## src/rtl/dp_geno_dispatcher_i_pkg.sv

```systemverilog
// Shared definitions for the genotyping job dispatcher: default field widths,
// descriptor packing order and the number of DP cores served.
`ifndef GENO_SRAM_WORD_AMOUNT
// Fallback used only when the shared defines file is not part of the compile.
`define GENO_SRAM_WORD_AMOUNT 64
`endif

package dp_geno_dispatcher_i_pkg;

  localparam int NUM_DP      = 4;
  localparam int DP_PTR_W    = 2;
  localparam int GENO_ADDR_W = 16;
  localparam int GENO_LEN_W  = 10;
  localparam int GENO_CNT_W  = 16;
  localparam int GENO_ID_W   = $clog2(`GENO_SRAM_WORD_AMOUNT);

  // Descriptor layout, MSB first: {read_addr, hap_addr, read_len, hap_len, address_ID}
  function automatic int geno_job_width(input int addr_w, input int len_w, input int id_w);
    return 2 * addr_w + 2 * len_w + id_w;
  endfunction

  localparam int GENO_JOB_W = geno_job_width(GENO_ADDR_W, GENO_LEN_W, GENO_ID_W);

  typedef logic [DP_PTR_W-1:0] dp_ptr_t;

endpackage

```

## src/rtl/dp_geno_dispatcher_i_geno_job_fifo2.sv

```systemverilog
// Generic 2-entry valid/ready FIFO with synchronous flush. Registered storage
// only, so nothing on the write side reaches the read side combinationally.
module geno_job_fifo2 #(
  parameter int WIDTH = 8
) (
  input  logic             clk,
  input  logic             rst_n,
  input  logic             flush,
  input  logic             in_valid,
  output logic             in_ready,
  input  logic [WIDTH-1:0] in_data,
  output logic             out_valid,
  input  logic             out_ready,
  output logic [WIDTH-1:0] out_data,
  output logic [1:0]       count
);

  logic [WIDTH-1:0] entry0_p0;
  logic [WIDTH-1:0] entry1_p0;
  logic             wr_ptr;
  logic             rd_ptr;
  logic [1:0]       cnt;
  logic             push;
  logic             pop;

  // Flush blocks acceptance in its own cycle and wins over pop.
  assign in_ready  = (cnt != 2'd2) && !flush;
  assign out_valid = (cnt != 2'd0);
  assign push      = in_valid && in_ready;
  assign pop       = out_valid && out_ready && !flush;
  assign out_data  = rd_ptr ? entry1_p0 : entry0_p0;
  assign count     = cnt;

  // Pointer and occupancy bookkeeping.
  always_ff @(posedge clk or negedge rst_n) begin
    if (!rst_n) begin
      wr_ptr <= 1'b0;
      rd_ptr <= 1'b0;
      cnt    <= 2'd0;
    end else if (flush) begin
      wr_ptr <= 1'b0;
      rd_ptr <= 1'b0;
      cnt    <= 2'd0;
    end else begin
      if (push) wr_ptr <= ~wr_ptr;
      if (pop)  rd_ptr <= ~rd_ptr;
      case ({push, pop})
        2'b10:   cnt <= cnt + 2'd1;
        2'b01:   cnt <= cnt - 2'd1;
        default: cnt <= cnt;
      endcase
    end
  end

  // Descriptor storage; cleared on reset so the head reads 0 out of reset.
  always_ff @(posedge clk or negedge rst_n) begin
    if (!rst_n) begin
      entry0_p0 <= '0;
      entry1_p0 <= '0;
    end else if (push) begin
      if (wr_ptr) entry1_p0 <= in_data;
      else        entry0_p0 <= in_data;
    end
  end

endmodule

```

## src/rtl/dp_geno_dispatcher_i.sv

```systemverilog
// Input-side dispatcher for the genotyping path: buffers Pair-HMM job
// descriptors in a 2-entry FIFO and issues them to DP0..DP3 in strict rotation
// so the output collector can return scores in issue order.
module dp_geno_dispatcher_i
  import dp_geno_dispatcher_i_pkg::*;
#(
  parameter int ID_W   = GENO_ID_W,
  parameter int ADDR_W = GENO_ADDR_W,
  parameter int LEN_W  = GENO_LEN_W,
  parameter int CNT_W  = GENO_CNT_W
) (
  input  logic              clk,
  input  logic              rst_n,
  input  logic              i_flush,
  input  logic              i_geno_valid,
  output logic              o_geno_ready,
  input  logic [ADDR_W-1:0] i_geno_read_addr,
  input  logic [ADDR_W-1:0] i_geno_hap_addr,
  input  logic [LEN_W-1:0]  i_geno_read_len,
  input  logic [LEN_W-1:0]  i_geno_hap_len,
  input  logic [ID_W-1:0]   i_geno_address_ID,
  output logic              DP0_i_valid,
  input  logic              DP0_o_ready,
  output logic [ADDR_W-1:0] DP0_i_read_addr,
  output logic [ADDR_W-1:0] DP0_i_hap_addr,
  output logic [LEN_W-1:0]  DP0_i_read_len,
  output logic [LEN_W-1:0]  DP0_i_hap_len,
  output logic [ID_W-1:0]   DP0_i_geno_address_ID,
  output logic              DP1_i_valid,
  input  logic              DP1_o_ready,
  output logic [ADDR_W-1:0] DP1_i_read_addr,
  output logic [ADDR_W-1:0] DP1_i_hap_addr,
  output logic [LEN_W-1:0]  DP1_i_read_len,
  output logic [LEN_W-1:0]  DP1_i_hap_len,
  output logic [ID_W-1:0]   DP1_i_geno_address_ID,
  output logic              DP2_i_valid,
  input  logic              DP2_o_ready,
  output logic [ADDR_W-1:0] DP2_i_read_addr,
  output logic [ADDR_W-1:0] DP2_i_hap_addr,
  output logic [LEN_W-1:0]  DP2_i_read_len,
  output logic [LEN_W-1:0]  DP2_i_hap_len,
  output logic [ID_W-1:0]   DP2_i_geno_address_ID,
  output logic              DP3_i_valid,
  input  logic              DP3_o_ready,
  output logic [ADDR_W-1:0] DP3_i_read_addr,
  output logic [ADDR_W-1:0] DP3_i_hap_addr,
  output logic [LEN_W-1:0]  DP3_i_read_len,
  output logic [LEN_W-1:0]  DP3_i_hap_len,
  output logic [ID_W-1:0]   DP3_i_geno_address_ID,
  output logic              o_busy,
  output logic [CNT_W-1:0]  o_dispatch_count,
  output logic              o_len_err
);

  localparam int JOB_W = geno_job_width(ADDR_W, LEN_W, ID_W);

  logic [JOB_W-1:0]  job_in;
  logic [JOB_W-1:0]  head_p0;
  logic              vld_p0;
  logic              head_ready;
  logic [1:0]        fifo_count;
  logic              push;
  logic              pop;
  logic              len_zero;
  dp_ptr_t           dp_ptr;
  logic [CNT_W-1:0]  dispatch_cnt;
  logic              len_err;

  logic [ADDR_W-1:0] head_read_addr;
  logic [ADDR_W-1:0] head_hap_addr;
  logic [LEN_W-1:0]  head_read_len;
  logic [LEN_W-1:0]  head_hap_len;
  logic [ID_W-1:0]   head_id;

  assign job_in = {i_geno_read_addr, i_geno_hap_addr, i_geno_read_len,
                   i_geno_hap_len, i_geno_address_ID};

  // ---- stage p0: descriptor buffer between scheduler and cores ----
  geno_job_fifo2 #(
    .WIDTH (JOB_W)
  ) u_fifo (
    .clk       (clk),
    .rst_n     (rst_n),
    .flush     (i_flush),
    .in_valid  (i_geno_valid),
    .in_ready  (o_geno_ready),
    .in_data   (job_in),
    .out_valid (vld_p0),
    .out_ready (head_ready),
    .out_data  (head_p0),
    .count     (fifo_count)
  );

  assign {head_read_addr, head_hap_addr, head_read_len, head_hap_len, head_id} = head_p0;

  assign push     = i_geno_valid && o_geno_ready;
  assign pop      = vld_p0 && head_ready && !i_flush;
  assign len_zero = (i_geno_read_len == '0) || (i_geno_hap_len == '0);
  assign o_busy   = (fifo_count != 2'd0);

  // Only the core under the pointer can accept; other cores' ready is ignored.
  always_comb begin
    head_ready = 1'b0;
    case (dp_ptr)
      2'd0:    head_ready = DP0_o_ready;
      2'd1:    head_ready = DP1_o_ready;
      2'd2:    head_ready = DP2_o_ready;
      default: head_ready = DP3_o_ready;
    endcase
  end

  // Round-robin pointer; advances only on an accepted dispatch, never skips.
  always_ff @(posedge clk or negedge rst_n) begin
    if (!rst_n)       dp_ptr <= '0;
    else if (i_flush) dp_ptr <= '0;
    else if (pop)     dp_ptr <= dp_ptr + 2'd1;
  end

  // Dispatched-job counter, survives flush and wraps naturally.
  always_ff @(posedge clk or negedge rst_n) begin
    if (!rst_n)   dispatch_cnt <= '0;
    else if (pop) dispatch_cnt <= dispatch_cnt + 1'b1;
  end

  // Sticky zero-length flag; the offending job is still forwarded.
  always_ff @(posedge clk or negedge rst_n) begin
    if (!rst_n)                 len_err <= 1'b0;
    else if (push && len_zero) len_err <= 1'b1;
  end

  assign o_dispatch_count = dispatch_cnt;
  assign o_len_err        = len_err;

  // ---- fan-out: one valid under the pointer, payload shared from the head ----
  assign DP0_i_valid = vld_p0 && (dp_ptr == 2'd0);
  assign DP1_i_valid = vld_p0 && (dp_ptr == 2'd1);
  assign DP2_i_valid = vld_p0 && (dp_ptr == 2'd2);
  assign DP3_i_valid = vld_p0 && (dp_ptr == 2'd3);

  assign DP0_i_read_addr       = head_read_addr;
  assign DP0_i_hap_addr        = head_hap_addr;
  assign DP0_i_read_len        = head_read_len;
  assign DP0_i_hap_len         = head_hap_len;
  assign DP0_i_geno_address_ID = head_id;

  assign DP1_i_read_addr       = head_read_addr;
  assign DP1_i_hap_addr        = head_hap_addr;
  assign DP1_i_read_len        = head_read_len;
  assign DP1_i_hap_len         = head_hap_len;
  assign DP1_i_geno_address_ID = head_id;

  assign DP2_i_read_addr       = head_read_addr;
  assign DP2_i_hap_addr        = head_hap_addr;
  assign DP2_i_read_len        = head_read_len;
  assign DP2_i_hap_len         = head_hap_len;
  assign DP2_i_geno_address_ID = head_id;

  assign DP3_i_read_addr       = head_read_addr;
  assign DP3_i_hap_addr        = head_hap_addr;
  assign DP3_i_read_len        = head_read_len;
  assign DP3_i_hap_len         = head_hap_len;
  assign DP3_i_geno_address_ID = head_id;

endmodule
```

## config.mk

```make
export PLATFORM = sky130hd
export DESIGN_NAME = dp_geno_dispatcher_i
export DESIGN_NICKNAME = d
export VERILOG_FILES = /design/src/rtl/dp_geno_dispatcher_i_pkg.sv /design/src/rtl/dp_geno_dispatcher_i_geno_job_fifo2.sv /design/src/rtl/dp_geno_dispatcher_i.sv
export SDC_FILE = /design/constraint.sdc
export NUM_CORES = 1
export LEC_CHECK = 0
export ABC_CLOCK_PERIOD_IN_PS = 5000
export CAP_MARGIN = 20
export CORE_UTILIZATION = 45
export DETAILED_ROUTE_END_ITERATION = 10
export MAX_ROUTING_LAYER = met4
export PLACE_DENSITY = 0.8
export SETUP_SLACK_MARGIN = 0.4
export SYNTH_ARGS = -nofsm -noshare
export SYNTH_HDL_FRONTEND = slang
export SYNTH_SLANG_ARGS = --single-unit
export TNS_END_PERCENT = 50
```

## constraint.sdc

```tcl
create_clock -name clk -period 5 [get_ports clk]
set_input_delay 0.75 -clock clk [delete_from_list [all_inputs] [get_ports clk]]
set_output_delay 0.75 -clock clk [all_outputs]
set_load 0.01 [all_outputs]
```

Yosys cells after proc, flatten, opt, wreduce, memory -nomap -nowiden
Index checks and enable logic that the tools add are counted.
{"block": "word_totals", "ff_bits": 139, "output_inout_bits": 255, "word_cells": 50}
{"block": "classes", "addsub": 4, "n_eq_ne": 6, "n_mux": 10, "bitwise": 2, "reduce_logical": 20}
{"cell": "$mux 58", "count": 1}
{"cell": "$logic_not 10->1", "count": 2}
{"cell": "$add 16x1->16 const B", "count": 1}
{"cell": "$logic_and 1x1->1", "count": 9}
{"cell": "$eq 2x2->1 const B", "count": 3}
{"cell": "$mux 2", "count": 3}
{"cell": "$reduce_bool 2->1", "count": 3}
{"cell": "$add 2x1->2 const B", "count": 2}
{"cell": "$eq 2x1->1 const B", "count": 2}
{"cell": "$mux 1", "count": 4}
{"cell": "$pmux 2 s2", "count": 1}
{"cell": "$reduce_and 2->1", "count": 2}
{"cell": "$pmux 1 s3", "count": 1}
{"cell": "$reduce_bool 3->1", "count": 1}
{"cell": "$logic_not 2->1", "count": 1}
{"cell": "$ne 2x2->1 const B", "count": 1}
{"cell": "$not 1->1", "count": 2}
{"cell": "$sub 2x1->2 const B", "count": 1}
{"cell": "$logic_not 1->1", "count": 1}
{"cell": "$logic_or 1x1->1", "count": 1}

Depth between registers and ports, before layout
{"block": "logic_depth", "word_depth": 7, "mapped_depth": 7, "mapped_depth_nobuf": 6}

Modules after synthesis
From an unflattened synthesis, not the netlist that was laid out.
{"block": "hier_totals", "cells_unflattened": 609, "area_unflattened_um2": 7677.4}
{"module": "geno_job_fifo2", "instances": 1, "cells_per_inst": 335, "area_per_inst_um2": 5298.8}
{"module": "dp_geno_dispatcher_i", "instances": 1, "cells_per_inst": 274, "area_per_inst_um2": 2378.5}

Least setup slack after synthesis
OpenSTA, ideal clock, no wires.
{"block": "synth_timing", "path_type": "register to output", "start": "register u_fifo.rd_ptr", "end": "output DP1_i_hap_addr[12]", "t_arrival_ps": 1453, "required_time_ps": 4250, "setup_slack_ps": 2797, "path_stages_with_launch": 6, "path_buffers": 4, "path_cell_list": "dfrtp_1 clkbuf_1 buf_2 buf_2 mux2_2 buf_4"}
{"block": "synth_via", "elab_chain_len": 1}
{"element": "start, declared", "line": "dp_geno_dispatcher_i_geno_job_fifo2.sv:21", "rtl": "logic rd_ptr;"}
{"element": "start signal, assigned", "line": "dp_geno_dispatcher_i_geno_job_fifo2.sv:46", "rtl": "if (pop) rd_ptr <= ~rd_ptr;"}
{"element": "$mux 58", "line": "dp_geno_dispatcher_i_geno_job_fifo2.sv:31", "rtl": "assign out_data = rd_ptr ? entry1_p0 : entry0_p0;"}
{"element": "end, declared", "line": "dp_geno_dispatcher_i.sv:32", "rtl": "output logic [ADDR_W-1:0] DP1_i_hap_addr,"}
No other way between the ends.

Worst setup path after layout
{"block": "layout_timing", "start": "register u_fifo.rd_ptr", "end": "output DP3_i_read_addr[8]"}
{"block": "layout_via", "elab_chain_len": 1}
{"element": "$mux 58", "line": "dp_geno_dispatcher_i_geno_job_fifo2.sv:31"}
{"element": "end, declared", "line": "dp_geno_dispatcher_i.sv:45", "rtl": "output logic [ADDR_W-1:0] DP3_i_read_addr,"}
No other way between the ends.

==> flow_metrics.py <==
metrics = {
    "setup_path": {
        "critPathLaunch": "u_fifo.rd_ptr",
        "cp-start-kind": "flip-flop",
        "rrSetupSlack_ns": 2.73,
        "critPathRequiredTime_ns": 4.25,
        "r2r-end": "u_fifo.entry0_p0[44]",
        "cp_data_arrival_time_ns": 2.60,
        "r2r_cells": 5,
        "end_kind": "output port",
        "worstPathMaxFanout": 29,
        "r2r_start": "u_fifo.count[0]",
        "criticalPathCategory": "flip-flop to output port",
        "crit_end": "DP3_i_read_addr[8]",
    },
    "global_route": {
        "grt_use_total_pct": 19.8,
        "met2_usage_pct": 34.3,
        "grtUsageMet3_pct": 4.23,
        "grt_pass1_vias": 4971,
        "grt_use_met1_pct": 22.6,
        "grt_pass1_wl_microns": 26400,
        "top_usage_layer": "met2",
        "grt.overflow.total": 0,
        "grt_max_degree": 84,
        "antenna_found_initial": 0,
    },
    "placement": {
        "dp.cells": 957,
        "dpl.hpwl_microns": 11500,
        "io_buffers": 320,
        "gp_congestion": 0.803,
    },
    "yosys": {
        "synth-simple-area-share_pct": 4.34,
        "synth_nets": 681,
        "syn_inst": 609,
        "muxShareOfSynthArea_pct": 26.9,
        "synthTopCellsByArea": "dfrtp_1 45%, mux2_2 22%, buf_4 17%",
        "yosysMostFrequentCell": "buf_4",
        "synth_area_sq_mm": 0.00765,
        "ys_ff_latch": 139,
        "synth_top_cells_by_count": "175 x buf_4, 151 x mux2_2, 139 x dfrtp_1",
        "synth_flop_cell": "dfrtp_1",
        "yosysUniqueCellTypes": 39,
        "synth_top_area_share_pct": 45.5,
        "synth_area_per_cell_sq_um": 12.6,
        "yosys_warnings": 0,
        "synth-adder-area-share_pct": 0.982,
        "ys_async_sr_fraction_pct": 100,
        "synth_compound_area_share_pct": 0.884,
        "synth_top_family_by_area": "multiplexers",
        "seq_area_frac_synth_pct": 45.5,
        "synth_edf_count": 0,
        "synth_largest_area_cell": "dfrtp_1",
        "yosys.area_share.xor_xnor_pct": 2.18,
    },
    "sta": {
        "hold_viol": 0,
        "fmaxAchievable_ghz": 0.299,
        "finalMaxSlewViolations": 0,
        "finalCritPeriodShare_pct": 66.9,
        "timing.final.crit_period_ns": 3.35,
        "setup_violations": 0,
        "finClkSkew_ns": 0.00674,
        "fin_setup_tns_ns": 0,
        "tightest_slew_ns": 0.929,
        "rsz0062_at_grt": "false",
        "maxSlewHeadroom_pct": 37.9,
    },
    "cts": {
        "htreeDepth": 4,
        "clk_path_buf_depth": 2,
        "clock-sinks": 139,
        "cts-root-buf": "clkbuf_16",
        "cts_resized": 0,
        "clk_transition_reported_paths_ns": 0.06,
        "cts_inserted_buffers": 17,
        "cts_tree": "done",
        "clock_insertion_delay_worst_skew_ns": 0.42,
        "holdBufCountCts": 0,
        "cts_setup_buffers": 0,
    },
    "power_and_ir_drop": {
        "p_int_mw": 4.47,
        "share_comb_of_total_power_pct": 53.9,
        "vdd.ir_drop.worst_mv": 0.314,
        "power_density_mw_per_mm2": 629,
        "clockPowerShare_pct": 19.0,
        "p_total_mw": 6.52,
        "p_leak_nw": 4.34,
        "p_switching_mw": 2.05,
        "p_sw_share_pct": 31.5,
        "p_seq_share_pct": 27.1,
    },
    "min_path": {
        "hold_path_class": "primary input to asynchronous set/reset pin",
    },
    "floorplan": {
        "ios": 321,
        "core_sq_mm": 0.0166,
        "die_w_microns": 132,
        "initial_utilization_pct": 46.1,
        "die_height_microns": 132,
        "dieArea_sq_mm": 0.0175,
        "fp-row-count": 47,
    },
    "route": {
        "drt-total-wl_microns": 16600,
        "drt_iter0_markers": 155,
        "final_antenna_net_count": 0,
        "drt-pass1-iter-count": 4,
        "routed_via_density": 4.89,
        "num_vias": 4843,
        "drc_errors": 0,
        "wl_per_cell_microns": 16.7,
    },
    "outcome": {
        "status": "completed",
    },
    "cells_and_area": {
        "final_nets": 830,
        "drive_gt1_share_pct": 27.9,
        "syn2layout_area_growth_pct": 35.5,
        "antennaDiodeCount": 0,
        "layout.cells.non_filler": 991,
    },
    "flow_run": {
        "maxCapViolCount": 0,
    },
}
## worst max-delay path, stage by stage, from the launching register on
cell and delay (ns):
dfrtp_2 0.69, buf_12 0.28, buf_4 0.26, mux2_2 0.41
clkdlybuf4s50_1 0.51
## worst min path at each step
stage                               startpoint                   end  depth (start not counted)
after global routing                     rst_n   o_dispatch_count[4]                          1
after CTS                                rst_n   o_dispatch_count[4]                          1
after detailed placement  o_dispatch_count[15]  o_dispatch_count[15]                          1
final                                    rst_n   o_dispatch_count[4]                          1
after floorplan                          rst_n             dp_ptr[0]                          0
after global placement               o_len_err             o_len_err                          1
## layer usage
metal  up-vias  share of wire (%)
met5         -                  0
met4         0                1.5
met2       193                 52
met3        17                5.2
li1       2197                  -
met1      2436                 41
## cell usage in the layout (no fill, tap or decap), drive strengths merged, types with 3 or more instances in the layout
master and count:
clkinvlp 4, clkdlybuf4s50 319, inv 6, nor4 4
clkbuf 21, nor2 12, nor2b 5, clkinv 5
nand2 8, dfrtp 139, and3 4, xnor2 10
buf 7, mux2 175, nand3 7, a21oi 3
ha 6, nor3 4, nand4 4, xor2 9
## state kept, by name (all words and copies together) (netlist names)
register          flops
u_fifo.entry0_p0     58
u_fifo.entry1_p0     58
o_dispatch_count     16
dp_ptr                2
u_fifo.count          2
o_len_err             1
u_fifo.rd_ptr         1
u_fifo.wr_ptr         1
## through the flow
stage	area (sq um)	worst slack (ns)	util [%]	hold WS (ns)
2_1_floorplan	7650	2.80	-	0.454
3_3_place_gp	9730	1.83	58.7	0.461
3_5_place_dp	9730	1.73	58.7	0.468
4_1_cts	10300	1.31	62.2	0.407
5_1_grt	10400	1.55	62.5	0.417
6_report	10400	1.65	62.5	0.356
## layout make-up
type | count | area, sq um
inverters | 6 | 22.5
clock inverters | 11 | 119
repair buffers | 326 | 3290
clock buffers | 21 | 470
flip-flops and latches | 139 | 3480
well taps | 220 | 275
multi-input cells | 268 | 2710
fillers | 1261 | 6220
## power groups by stage
stage	clock, mW	combinational (mW)	sequential, mW
2_1_floorplan	0	2.42	1.69
3_3_place_gp	0	3.44	1.77
3_5_place_dp	0	3.49	1.81
4_1_cts	1.26	3.51	1.79
5_1_grt	1.32	3.70	1.82
6_report	1.24	3.51	1.77
## cell families (layout without fill, tap and decap cells)
logic type,after synthesis,after routing
AOI/OAI and AO/OA,10,10
xor gates and xnor gates,19,19
adders and majority gates,6,6
buffers and inverters,202,364
DFF,139,139
muxes,176,176
and+or+nand+nor,57,57
(Power assumes the default switching activity.)
